## src/rtl/reg_write_arbiter_if.sv

```systemverilog
// reg_write_arbiter_if: requester-side and register-side signals of the shared write port
//   req      per-requester write request
//   lock     per-requester hold-ownership request
//   wdata    requester i data at [i*WIDTH +: WIDTH]
//   gnt      one-hot write acknowledge for the current cycle
//   reg_din  data to the shared register din
//   reg_en   enable to the shared register
//   busy     port currently owned
//   owner_id index of the current owner
// modport master: requesters and register side (drives req/lock/wdata)
// modport slave:  the arbiter (drives gnt/reg_din/reg_en/busy/owner_id)
interface reg_write_arbiter_if #(
    parameter int NUM_REQ = 4,
    parameter int WIDTH   = 8
);
    localparam int IDW = (NUM_REQ > 1) ? $clog2(NUM_REQ) : 1;
    logic [NUM_REQ-1:0]       req;
    logic [NUM_REQ-1:0]       lock;
    logic [NUM_REQ*WIDTH-1:0] wdata;
    logic [NUM_REQ-1:0]       gnt;
    logic [WIDTH-1:0]         reg_din;
    logic                     reg_en;
    logic                     busy;
    logic [IDW-1:0]           owner_id;
    modport master (
        output req, lock, wdata,
        input  gnt, reg_din, reg_en, busy, owner_id
    );
    modport slave (
        input  req, lock, wdata,
        output gnt, reg_din, reg_en, busy, owner_id
    );
endinterface

```

## src/rtl/reg_write_arbiter.sv

```systemverilog
// reg_write_arbiter: round-robin owner of a shared register write port with lock and hold timeout
//   clk  system clock, rising edge
//   rst  asynchronous active-high reset
//   bus  reg_write_arbiter_if.slave: req/lock/wdata in; gnt/reg_din/reg_en/busy/owner_id out
module reg_write_arbiter #(
    parameter int NUM_REQ  = 4,
    parameter int WIDTH    = 8,
    parameter int MAX_HOLD = 4
) (
    input  logic               clk,
    input  logic               rst,
    reg_write_arbiter_if.slave bus
);
    localparam int IDW = (NUM_REQ > 1) ? $clog2(NUM_REQ) : 1;
    localparam int HW  = $clog2(MAX_HOLD + 1);

    typedef enum logic {IDLE, OWN} state_t;

    state_t           state, state_nxt;
    logic [IDW-1:0]   owner, owner_nxt;
    logic [IDW-1:0]   ptr, ptr_nxt;
    logic [HW-1:0]    hold_cnt, hold_nxt;
    logic [IDW-1:0]   win;
    logic             found;
    logic [IDW:0]     idx;
    logic             rel;
    logic [WIDTH-1:0] wd [NUM_REQ];

    for (genvar i = 0; i < NUM_REQ; i++) begin : g_wd
        assign wd[i] = bus.wdata[i*WIDTH +: WIDTH];
    end

    // ptr always holds (last owner + 1) mod NUM_REQ, or 0 after reset,
    // so one search serves both the IDLE and the OWN case.
    always_comb begin
        win   = ptr;
        found = 1'b0;
        idx   = '0;
        for (int k = 0; k < NUM_REQ; k++) begin
            idx = {1'b0, ptr} + (IDW+1)'(k);
            if (idx >= (IDW+1)'(NUM_REQ))
                idx = idx - (IDW+1)'(NUM_REQ);
            if (!found && bus.req[idx[IDW-1:0]]) begin
                found = 1'b1;
                win   = idx[IDW-1:0];
            end
        end
    end

    always_ff @(posedge clk or posedge rst) begin
        if (rst) begin
            state    <= IDLE;
            owner    <= '0;
            ptr      <= '0;
            hold_cnt <= '0;
        end else begin
            state    <= state_nxt;
            owner    <= owner_nxt;
            ptr      <= ptr_nxt;
            hold_cnt <= hold_nxt;
        end
    end

    always_comb begin
        state_nxt   = state;
        owner_nxt   = owner;
        ptr_nxt     = ptr;
        hold_nxt    = hold_cnt;
        bus.gnt     = '0;
        bus.reg_en  = 1'b0;
        bus.reg_din = '0;
        bus.busy    = state == OWN;
        // The hold limit counts cycles already owned, idle holds included.
        rel = !bus.lock[owner] || (hold_cnt == HW'(MAX_HOLD - 1));
        if (state == OWN) begin
            bus.gnt[owner] = bus.req[owner];
            bus.reg_en     = bus.req[owner];
            bus.reg_din    = bus.req[owner] ? wd[owner] : '0;
        end
        if (state == IDLE || rel) begin
            if (found) begin
                state_nxt = OWN;
                owner_nxt = win;
                ptr_nxt   = (win == IDW'(NUM_REQ - 1)) ? '0 : win + 1'b1;
                hold_nxt  = '0;
            end else begin
                state_nxt = IDLE;
            end
        end else begin
            hold_nxt = hold_cnt + 1'b1;
        end
    end

    assign bus.owner_id = owner;
endmodule

```

## src/flat_wrapper.sv

```systemverilog
// flat-port wrapper written by rule: the top's interface ports become plain ports
module reg_write_arbiter_flat 
#(
    parameter int NUM_REQ  = 4,
    parameter int WIDTH    = 8,
    parameter int MAX_HOLD = 4
)
  (clk, rst, bus_req, bus_lock, bus_wdata, bus_gnt, bus_reg_din, bus_reg_en, bus_busy, bus_owner_id);
  reg_write_arbiter_if #(.NUM_REQ(NUM_REQ), .WIDTH(WIDTH)) bus_i ();
  input  logic clk;
  input  logic rst;
  input wire logic [$bits(bus_i.req)-1:0] bus_req;
  input wire logic [$bits(bus_i.lock)-1:0] bus_lock;
  input wire logic [$bits(bus_i.wdata)-1:0] bus_wdata;
  output wire logic [$bits(bus_i.gnt)-1:0] bus_gnt;
  output wire logic [$bits(bus_i.reg_din)-1:0] bus_reg_din;
  output wire logic [$bits(bus_i.reg_en)-1:0] bus_reg_en;
  output wire logic [$bits(bus_i.busy)-1:0] bus_busy;
  output wire logic [$bits(bus_i.owner_id)-1:0] bus_owner_id;
  assign bus_i.req = bus_req;
  assign bus_i.lock = bus_lock;
  assign bus_i.wdata = bus_wdata;
  assign bus_gnt = bus_i.gnt;
  assign bus_reg_din = bus_i.reg_din;
  assign bus_reg_en = bus_i.reg_en;
  assign bus_busy = bus_i.busy;
  assign bus_owner_id = bus_i.owner_id;
  reg_write_arbiter #(.NUM_REQ(NUM_REQ), .WIDTH(WIDTH), .MAX_HOLD(MAX_HOLD)) u_core (.clk(clk), .rst(rst), .bus(bus_i));
endmodule
```

## config.mk

```make
export PLATFORM = sky130hd
export DESIGN_NAME = reg_write_arbiter_flat
export DESIGN_NICKNAME = d
export VERILOG_FILES = /design/src/rtl/reg_write_arbiter_if.sv /design/src/rtl/reg_write_arbiter.sv /design/src/flat_wrapper.sv
export SDC_FILE = /design/constraint.sdc
export NUM_CORES = 1
export LEC_CHECK = 0
export BUFFER_PORTS_ARGS = -buffer_cell sky130_fd_sc_hd__buf_2
export CORE_MARGIN = 1.5
export CORE_UTILIZATION = 39
export DETAILED_ROUTE_END_ITERATION = 6
export PLACE_DENSITY = 0.87
export SLEW_MARGIN = 0
export SYNTH_ARGS = -nofsm -noshare
export SYNTH_HDL_FRONTEND = slang
export SYNTH_SLANG_ARGS = --single-unit
```

## constraint.sdc

```tcl
create_clock -name clk -period 2.55 [get_ports clk]
set_clock_uncertainty 0.2 [all_clocks]
set_input_delay 0.1275 -clock clk [delete_from_list [all_inputs] [get_ports clk]]
set_output_delay 0.1275 -clock clk [all_outputs]
set_load 0.03 [all_outputs]
```

==> results of run 1 <==
worst min-delay path by stage:
stage                    endpoint        from  cells past startpoint  slack (ns)
2_1_floorplan     u_core.bus.busy         rst                      1       -0.26
3_3_place_gp   u_core.hold_cnt[2]         rst                      2       -0.13
3_5_place_dp      u_core.bus.busy         rst                      2       -0.11
4_1_cts           u_core.bus.busy  bus_req[1]                      3        0.03
5_1_grt           u_core.bus.busy  bus_req[1]                      3        0.06
6_report          u_core.bus.busy  bus_req[1]                      3        0.04
layout by cell type, fill, tap and decap left out, drive strengths merged:
master and count:
nor2 4, a21oi 4, mux4 9, nand2 7
inv 5, o21ai 3, nor3 2, a221oi 1
clkbuf 3, o22ai 1, ha 3, nor2b 1
o31ai 1, o32ai 1, nand3b 2, buf 59
mux2i 2, dfrtp 8, and3 8, dlygate4sd3 1
nor4 1, nand4b 2, or3 1, nand3 1
nand2b 3, or2 1, mux2 3
stage by stage:
stage | power (µW) | std cells
floorplan | 1060 | 78
global placement | 1250 | 160
detailed placement | 1290 | 160
CTS | 1390 | 164
global route | 1480 | 164
finish | 1390 | 164
cell usage after synthesis:
library cell,n,share of area
and3_1,8,0.060
dfrtp_1,8,0.24
mux4_2,8,0.22
nand2_1,7,0.032
inv_1,5,0.023
a21oi_1,4,0.024
nor2_1,4,0.018
ha_1,3,0.045
mux2_4,3,0.054
nand2b_1,3,0.023
o21ai_0,3,0.018
mux2i_2,2,0.033
nand3b_1,2,0.018
nand4b_1,2,0.021
nor3_1,2,0.012
a221oi_1,1,0.011
buf_1,1,0.0045
buf_2,1,0.0060
buf_6,1,0.014
clkbuf_1,1,0.0045
mux4_1,1,0.032
nand3_1,1,0.0060
nor2b_1,1,0.0075
nor4_1,1,0.0075
o22ai_1,1,0.0075
o31ai_1,1,0.0091
o32ai_4,1,0.033
or2_4,1,0.011
or3_1,1,0.0075
worst max-delay path, delay by kind of cell (launching register included):
family                 cells  cell delay (ns)
multiplexers               1             0.60
AND/OR/NAND/NOR            1             0.21
buffers and inverters      2             0.40
flip-flops                 1             0.48
metal layers:
layer  GRT usage  vias up
li1            -      419
met1       0.211      428
met2       0.417       46
met3      0.0460        5
met4       0.100        0
met5           0        -
cell families (layout without fill, tap and decap cells):
group | count (synthesis) | in the layout | share of synthesized area
simple gates | 33 | 33 | 0.223
mux | 14 | 14 | 0.336
compound gates | 11 | 11 | 0.103
buf+inv | 9 | 68 | 0.0513
flops | 8 | 8 | 0.241
fa+ha+maj | 3 | 3 | 0.0453
power by group:
group	total (µW)	switching, µW	internal (µW)	leakage (µW)
logic	1010	540	472	0.000505
clock network	102	48.0	54.2	0.0000138
registers	278	94.7	183	0.0000947
total	1390	682	709	0.000614
final cells by class:
type	instances	area, µm²
Tap cell	27	33.8
Inverter	5	18.8
Clock buffer	3	22.5
Fill cell	167	810
Timing Repair Buffer	60	310
Multi-Input combinational cell	61	587
Sequential cell	8	200
sequential cells by signal, indices dropped and copies added (netlist names):
register and count:
u_core.ptr 2, u_core.bus.busy 1, u_core.hold_cnt 3, u_core.bus.owner_id 2
timing repair:
| action | in CTS | in global routing |
|---|---|---|
| endpoints found under the hold margin | 8 | 0 |
| hold buffers | 1 | 0 |
| endpoints found under the setup margin | 0 | 0 |
==> impl_results.md, run 1 <==
* Slew margin rel. at 0.532
* Final worst setup slack at 0.265 ns
* Top sig layer: met4
* Crit path launch: u_core.bus.owner_id[0]
* CP startpoint kind: flop
* Netlist cell types at 29
* Mapped cell area at 830 µm²
* First-pass GRT wire length at 3.99 mm
* Residual DRC at 0
* Post-CTS Setup Bufs at 0
* WL final at 2.52 mm
* Worst VDD drop at 0.520 mV
* Crit path capture: bus_reg_din[1]
* Syn Nets at 123
* Largest net degree at the start of global routing at 15
* GR Util All Layers at 0.215
* CORE AREA at 1980 µm²
* Mapped Avg Cell Area at 10.6 µm²
* Worst-Skew Late Latency at 0.26 ns
* Area after DPL at 1140 µm²
* Sequential area share after synthesis at 0.241
* Pins over their slew limit at 0
* Number of global-route vias before repair at 903
* Setup violators final at 0
* IO Port Bufs at 57
* CP required at 2.22 ns
* Grt ovf at 0
* M1 WL at 919 µm
* Slowest-stage cell, CP: mux4_2
* Number of synthesized register bits at 8
* Power Density at 1190 nW/µm²
* Wire per inst at 15.4 µm
* Fraction of layout cells with a size suffix above 1 at 0.562
* CTS tree: built
* Mapped Cells at 78
* Part of the cycle the worst path needs at 0.896
* CTS sink count at 8
* LEAKAGE at 0.000614 µW
* # diodes at 0
* Met2 WL at 1.36 mm
* Vias at 898
* Gp weighted congestion at 0.719
* Status: finished, final reports clean
* Via density per instance at 5.48
* Resized cells post-CTS at 0
* MaxCap Viol Count at 0
* Ys Warns at 0
* Worst-Margin Slew at 0.696 ns
* Worst r2r dst: u_core.bus.owner_id[1]
* Pre-CTS setup slack at 0.471 ns
* Metal3 WL at 203 µm
* Hold crit path type: in -> reg
* Slowest cell delay on critical path at 0.60 ns
* Die Span Y at 49.1 µm
* Antenna-violating nets left at 0
* H-Tree Depth at 1
* Unrepaired setup endpoints after global routing: false
* Crit end category: primary output
* R2R Path Start: u_core.hold_cnt[0]
* Nets at 184
* Fin Setup TNS at 0 ns
* Hold Vio Cnt, Final at 0
* 1st-pass router iterations at 4
* Final Core Density at 0.592
* Rows at 16
* Crit path arrival time at 1.96 ns
* Worst hold margin at 0.0370 ns
* Initial antenna violation count at 0
* Total CTS buffers at 3
* R2R Setup Slk at 0.46 ns
* Final min period at 2.29 ns
* F_max at 438 MHz
* Crit-path cells: buf_4 > mux4_2 > and3_1 > buf_2
* Max Buffers Root-to-Sink at 2
* Reg2reg path depth at 6
* Die ar. at 2410 µm²
* Area Overhead vs Synth at 41.3%
* Crit Path Category: reg -> out
* Starting Density at 0.419
* Die width at 49.1 µm
* IO Count at 58
* Drt first-iter violations at 38
* Worst-path clk slew at 0.06 ns
* Post-DP HPWL at 2.05 mm
* Design Area, Final at 1170 µm²
* Clk root buf: clkbuf_4
* Max Fanout on Critical Path at 9
Power figures use the tool's default switching activity.
==> run 2, diff against run 1 <==
Settings changed: CORE_UTILIZATION 39 to 37, PLACE_DENSITY 0.87 to 0.86.
Clock period 2.55 ns to 2.1 ns, I/O delays scaled along.
==> run 2 against run 1 <==
Compared with the run above: worst hold slack got worse by 0.0070 ns; wire length rose by 3.5%; critical path type unchanged; highest routed layer unchanged; core utilization rose by 0.83 points; global-route usage fell by 2.1 points.
==> impl_results.md, run 2 (same netlist as run 1, synthesis figures left out) <==
* CTS tree: built
* Gp weighted congestion at 0.736
* Rows at 16
* 1st-pass router iterations at 4
* Clk root buf: clkbuf_4
* Area Overhead vs Synth at 47.7%
* CP startpoint kind: flop
* Final min period at 2.05 ns
* Grt ovf at 0
* Number of global-route vias before repair at 892
* Die Span Y at 50.4 µm
* Wire per inst at 15.4 µm
* Worst hold margin at 0.0300 ns
* Pins over their slew limit at 0
* LEAKAGE at 0.000636 µW
* Hold crit path type: in -> reg
* Setup violators final at 0
* Largest net degree at the start of global routing at 12
* MaxCap Viol Count at 0
* Nets at 189
* Part of the cycle the worst path needs at 0.976
* Hold Vio Cnt, Final at 0
* Via density per instance at 5.41
* Status: finished, final reports clean
* Worst-path clk slew at 0.06 ns
* Fraction of layout cells with a size suffix above 1 at 0.592
* H-Tree Depth at 1
* Initial antenna violation count at 0
* Vias at 915
* Top reg by flops: u_core.hold_cnt
* IO Count at 58
* Total CTS buffers at 3
* CTS sink count at 8
* Post-DP HPWL at 2.00 mm
* Worst VDD drop at 0.733 mV
* GR Util All Layers at 0.194
* Design Area, Final at 1220 µm²
* R2R Setup Slk at 0.11 ns
* Die width at 50.4 µm
* Max Fanout on Critical Path at 8
* CORE AREA at 2040 µm²
* F_max at 488 MHz
* WL final at 2.61 mm
* Residual DRC at 0
* First-pass GRT wire length at 3.91 mm
* Starting Density at 0.406
* Crit Path Category: reg -> out
* Antenna-violating nets left at 0
* CP required at 1.79 ns
* Die ar. at 2540 µm²
* Total power at 1790 µW
* Crit end category: primary output
* Fin Setup TNS at 0 ns
* IO Port Bufs at 57
* Max Buffers Root-to-Sink at 2
* Worst-Skew Late Latency at 0.25 ns
* Area after DPL at 1170 µm²
* Power Density at 1460 nW/µm²
* Worst-Margin Slew at 0.496 ns
* Leading cell type in the layout, fill and taps excluded: buf_2
* Drt first-iter violations at 35
* Crit path arrival time at 1.74 ns
* Most frequent cells in the layout: 53 x buf_2, 9 x mux4_2, 9 x buf_4, 8 x and3_1
* # diodes at 0
* Slew margin rel. at 0.669
* Number of flip-flops in the largest register at 3
run 2: changes by cell type in the layout (fill, tap and decap cells not counted):
| cell | change |
|---|---|
| mux4_1 | -1 |
| buf_6 | +2 |
| buf_2 | -4 |
| dfrtp_2 | +1 |
| buf_4 | +7 |
| dfrtp_1 | -1 |
| mux4_2 | +1 |
run 2: path summary, 6_finish.rpt:
kind	from	to	cells after the start
setup / recovery	u_core.bus.owner_id[0]	bus_reg_din[1]	4
hold / removal	bus_req[1]	u_core.bus.busy	3
setup reg to reg	u_core.hold_cnt[0]	u_core.ptr[1]	6
hold reg to reg	u_core.hold_cnt[0]	u_core.hold_cnt[0]	1
max in group asynchronous	rst	u_core.bus.owner_id[0]	3
min in group asynchronous	rst	u_core.ptr[0]	3
run 2: metal layers:
metal | vias to the layer above | GRT usage | share of wire
met3 | 4 | 0.0417 | 0.061
met4 | 0 | 0.0541 | 0.0088
met5 | - | 0 | 0
li1 | 428 | - | -
met2 | 42 | 0.344 | 0.54
met1 | 441 | 0.235 | 0.39
run 2: repair_timing:
item                       4_1_cts  5_1_grt
setup endpoints to repair        8        8
hold buffers                     1        0
gates resized for setup          1       11
hold endpoints to repair         8        0
buffers inserted                 0        1
run 2: worst max-delay path, cell delays in order, from the launching register on:
cell     delay [ns]
dfrtp_2        0.46
buf_6          0.16
mux4_2         0.49
and3_1         0.20
buf_2          0.18
run 2: through the flow:
| stage | util | worst slack [ns] | cells |
|---|---|---|---|
| 6_report | 0.600 | 0.0504 | 169 |
| 5_1_grt | 0.600 | -0.00493 | 169 |
| 4_1_cts | 0.589 | 0.00385 | 168 |
| 3_5_place_dp | 0.573 | 0.125 | 164 |
| 3_3_place_gp | 0.573 | 0.156 | 164 |
| 2_1_floorplan | - | 0.0670 | 78 |
run 2: cell type report:
class | count | area [µm²]
sequential | 8 | 201
fill | 169 | 817
timing repair buffer | 65 | 365
multi-input combinational | 61 | 583
inverter | 5 | 18.8
clock buffer | 3 | 22.5
tap | 27 | 33.8
run 2: power by group:
part,switching (µW),internal [µW],leakage (µW)
clock network,54.3,65.5,0.0000138
logic,709,651,0.000529
registers,82.5,226,0.0000936
==> run 3, diff against run 2 <==
Settings changed: ABC_CLOCK_PERIOD_IN_PS set to 2100, CELL_PAD_IN_SITES_DETAIL_PLACEMENT set to 0, CELL_PAD_IN_SITES_GLOBAL_PLACEMENT set to 2, CORE_UTILIZATION 37 to 20, PLACE_DENSITY 0.86 to 0.85.
==> run 3 against run 2 <==
Compared with the run above: first-iteration DRC count shrank 46%; largest cell class unchanged; worst hold slack gained 0.067 ns; worst setup slack improved by 0.038 ns.
==> impl_results.md, run 3 (same netlist as run 1, synthesis figures left out) <==
* Status: finished, final reports clean
* Die width at 67.4 µm
* Fin Setup TNS at 0 ns
* P_sw at 863 µW
* Setup violators final at 0
* Via density per instance at 4.51
* Final Core Density at 0.323
* Grt ovf at 0
* CP startpoint kind: flop
* Crit path launch: u_core.bus.owner_id[0]
* Crit end category: primary output
* Min-Delay Path Depth at 3
* Power Density at 1440 nW/µm²
* Slew margin rel. at 0.702
* Worst-Skew Late Latency at 0.23 ns
* Design Area, Final at 1290 µm²
* # diodes at 0
* H-Tree Depth at 1
* F_max at 497 MHz
* Reg2reg path depth at 6
* Hold_sp: bus_req[1]
* Placed cell count at 187
* Power share of the clock group at 0.098
* Worst-path clk slew at 0.04 ns
* Post-DP HPWL at 2.08 mm
* Top reg by flops: u_core.hold_cnt
* Residual DRC at 0
* Unrepaired setup endpoints after global routing: false
* Part of the cycle the worst path needs at 0.958
* Largest net degree at the start of global routing at 14
* R2R Setup Slk at 0.15 ns
* Worst VDD drop at 0.282 mV
* Sw frac at 0.463
* Sequential Power Share at 0.158
* Worst r2r dst: u_core.bus.owner_id[1]
* Total CTS buffers at 3
* Fraction of layout cells with a size suffix above 1 at 0.580
* Area Overhead vs Synth at 55.8%
* Number of global-route vias before repair at 834
* Comb pwr share at 0.745
* Fillcell total at 418
* Crit Path Category: reg -> out
* Leading cell type in the layout, fill and taps excluded: buf_2
* GR Util All Layers at 0.109
* MaxCap Viol Count at 0
* Nets at 190
* LEAKAGE at 0.000656 µW
* Most frequent cells in the layout: 57 x buf_2, 9 x mux4_2, 8 x and3_1, 8 x dfrtp_1, 7 x nand2_1
* Final min period at 2.01 ns
* IO Count at 58
* Antenna-violating nets left at 0
* Hold Vio Cnt, Final at 0
* Drt first-iter violations at 19
* First-pass GRT wire length at 3.75 mm
* Clk root buf: clkbuf_8
* Max Buffers Root-to-Sink at 2
* Cell Count, Final, Fillers Out at 193
* CTS tree: built
* Pins over their slew limit at 0
* CORE AREA at 4000 µm²
* Gp weighted congestion at 0.812
* Rows at 23
* CTS sink count at 8
* Die Span Y at 67.4 µm
* Crit path arrival time at 1.71 ns
* Area after DPL at 1210 µm²
* WL final at 2.65 mm
* 1st-pass router iterations at 4
* Die ar. at 4540 µm²
* Max Fanout on Critical Path at 13
* IO Port Bufs at 57
* Number of flip-flops in the largest register at 3
* Worst-Margin Slew at 0.447 ns
* Hold crit path type: in -> reg
* CP required at 1.79 ns
* Hold EP: u_core.bus.busy
* Internal power at 1000 µW
* Starting Density at 0.207
* R2R Path Start: u_core.hold_cnt[0]
* Initial antenna violation count at 0
* Wire per inst at 13.7 µm
* Vias at 871
==> run 3: cell count changes in the layout (fill, tap and decap cells not counted) <==
cell      change
clkbuf_4      -3
buf_12        +1
buf_4         -3
mux4_1        +1
buf_6         -2
dfrtp_2       -1
clkbuf_8      +3
dfrtp_1       +1
buf_2         +4
==> run 3: how the worst max path moves through the flow <==
| stage | cells after the start | to | slack, ns |
|---|---|---|---|
| CTS | 4 | bus_reg_din[4] | 0.06 |
| global route | 4 | bus_reg_din[3] | 0.003 |
| global placement | 6 | u_core.bus.owner_id[1] | 0.19 |
| floorplan | 4 | bus_reg_din[2] | 0.07 |
| finish | 4 | bus_reg_din[4] | 0.09 |
| detailed placement | 6 | u_core.bus.owner_id[1] | 0.14 |
==> run 3: power by group through the flow <==
stage	sequential, µW	clock [µW]	combinational [µW]
global placement	290	0	1330
global route	309	198	1510
finish	294	183	1390
floorplan	315	0	968
detailed placement	296	0	1350
CTS	294	189	1350
==> run 3: worst max-delay path, stage by stage (launching register included) <==
cell and delay [ns]:
dfrtp_1 0.38, buf_12 0.16, mux4_2 0.57, and3_1 0.20, buf_2 0.17
==> run 3: repair_timing <==
item / in CTS / in global routing
gates resized for setup: 0 / 1
setup buffers: 0 / 1
hold endpoints to repair: 8 / 0
endpoints found under the setup margin: 0 / 8
hold buffers: 1 / 0
==> run 3: final cells by class <==
type / count / area (µm²) / share of cell area
Sequential cell: 8 / 200 / 0.155
Clock buffer: 3 / 41.3 / 0.0319
Tap cell: 50 / 62.6 / 0.0484
Multi-Input combinational cell: 62 / 609 / 0.471
Timing Repair Buffer: 65 / 360 / 0.279
Inverter: 5 / 18.8 / 0.0145
==> run 3: layer usage <==
metal,wire (µm),up-vias,part of all wire,GRT usage
li1,-,432,-,-
met3,141,2,0.053,0.0167
met2,1350,29,0.51,0.189
met4,17,0,0.0064,0.0459
met1,1140,408,0.43,0.135
met5,0,-,0,0
==> run 3: metrics by stage <==
step | total power (µW) | hold slack (ns) | worst slack [ns]
floorplan | 1280 | -0.279 | 0.0670
global placement | 1620 | -0.144 | 0.186
detailed placement | 1640 | -0.139 | 0.142
CTS | 1840 | 0.0582 | 0.0567
global route | 2020 | 0.126 | 0.00320
finish | 1870 | 0.0966 | 0.0884
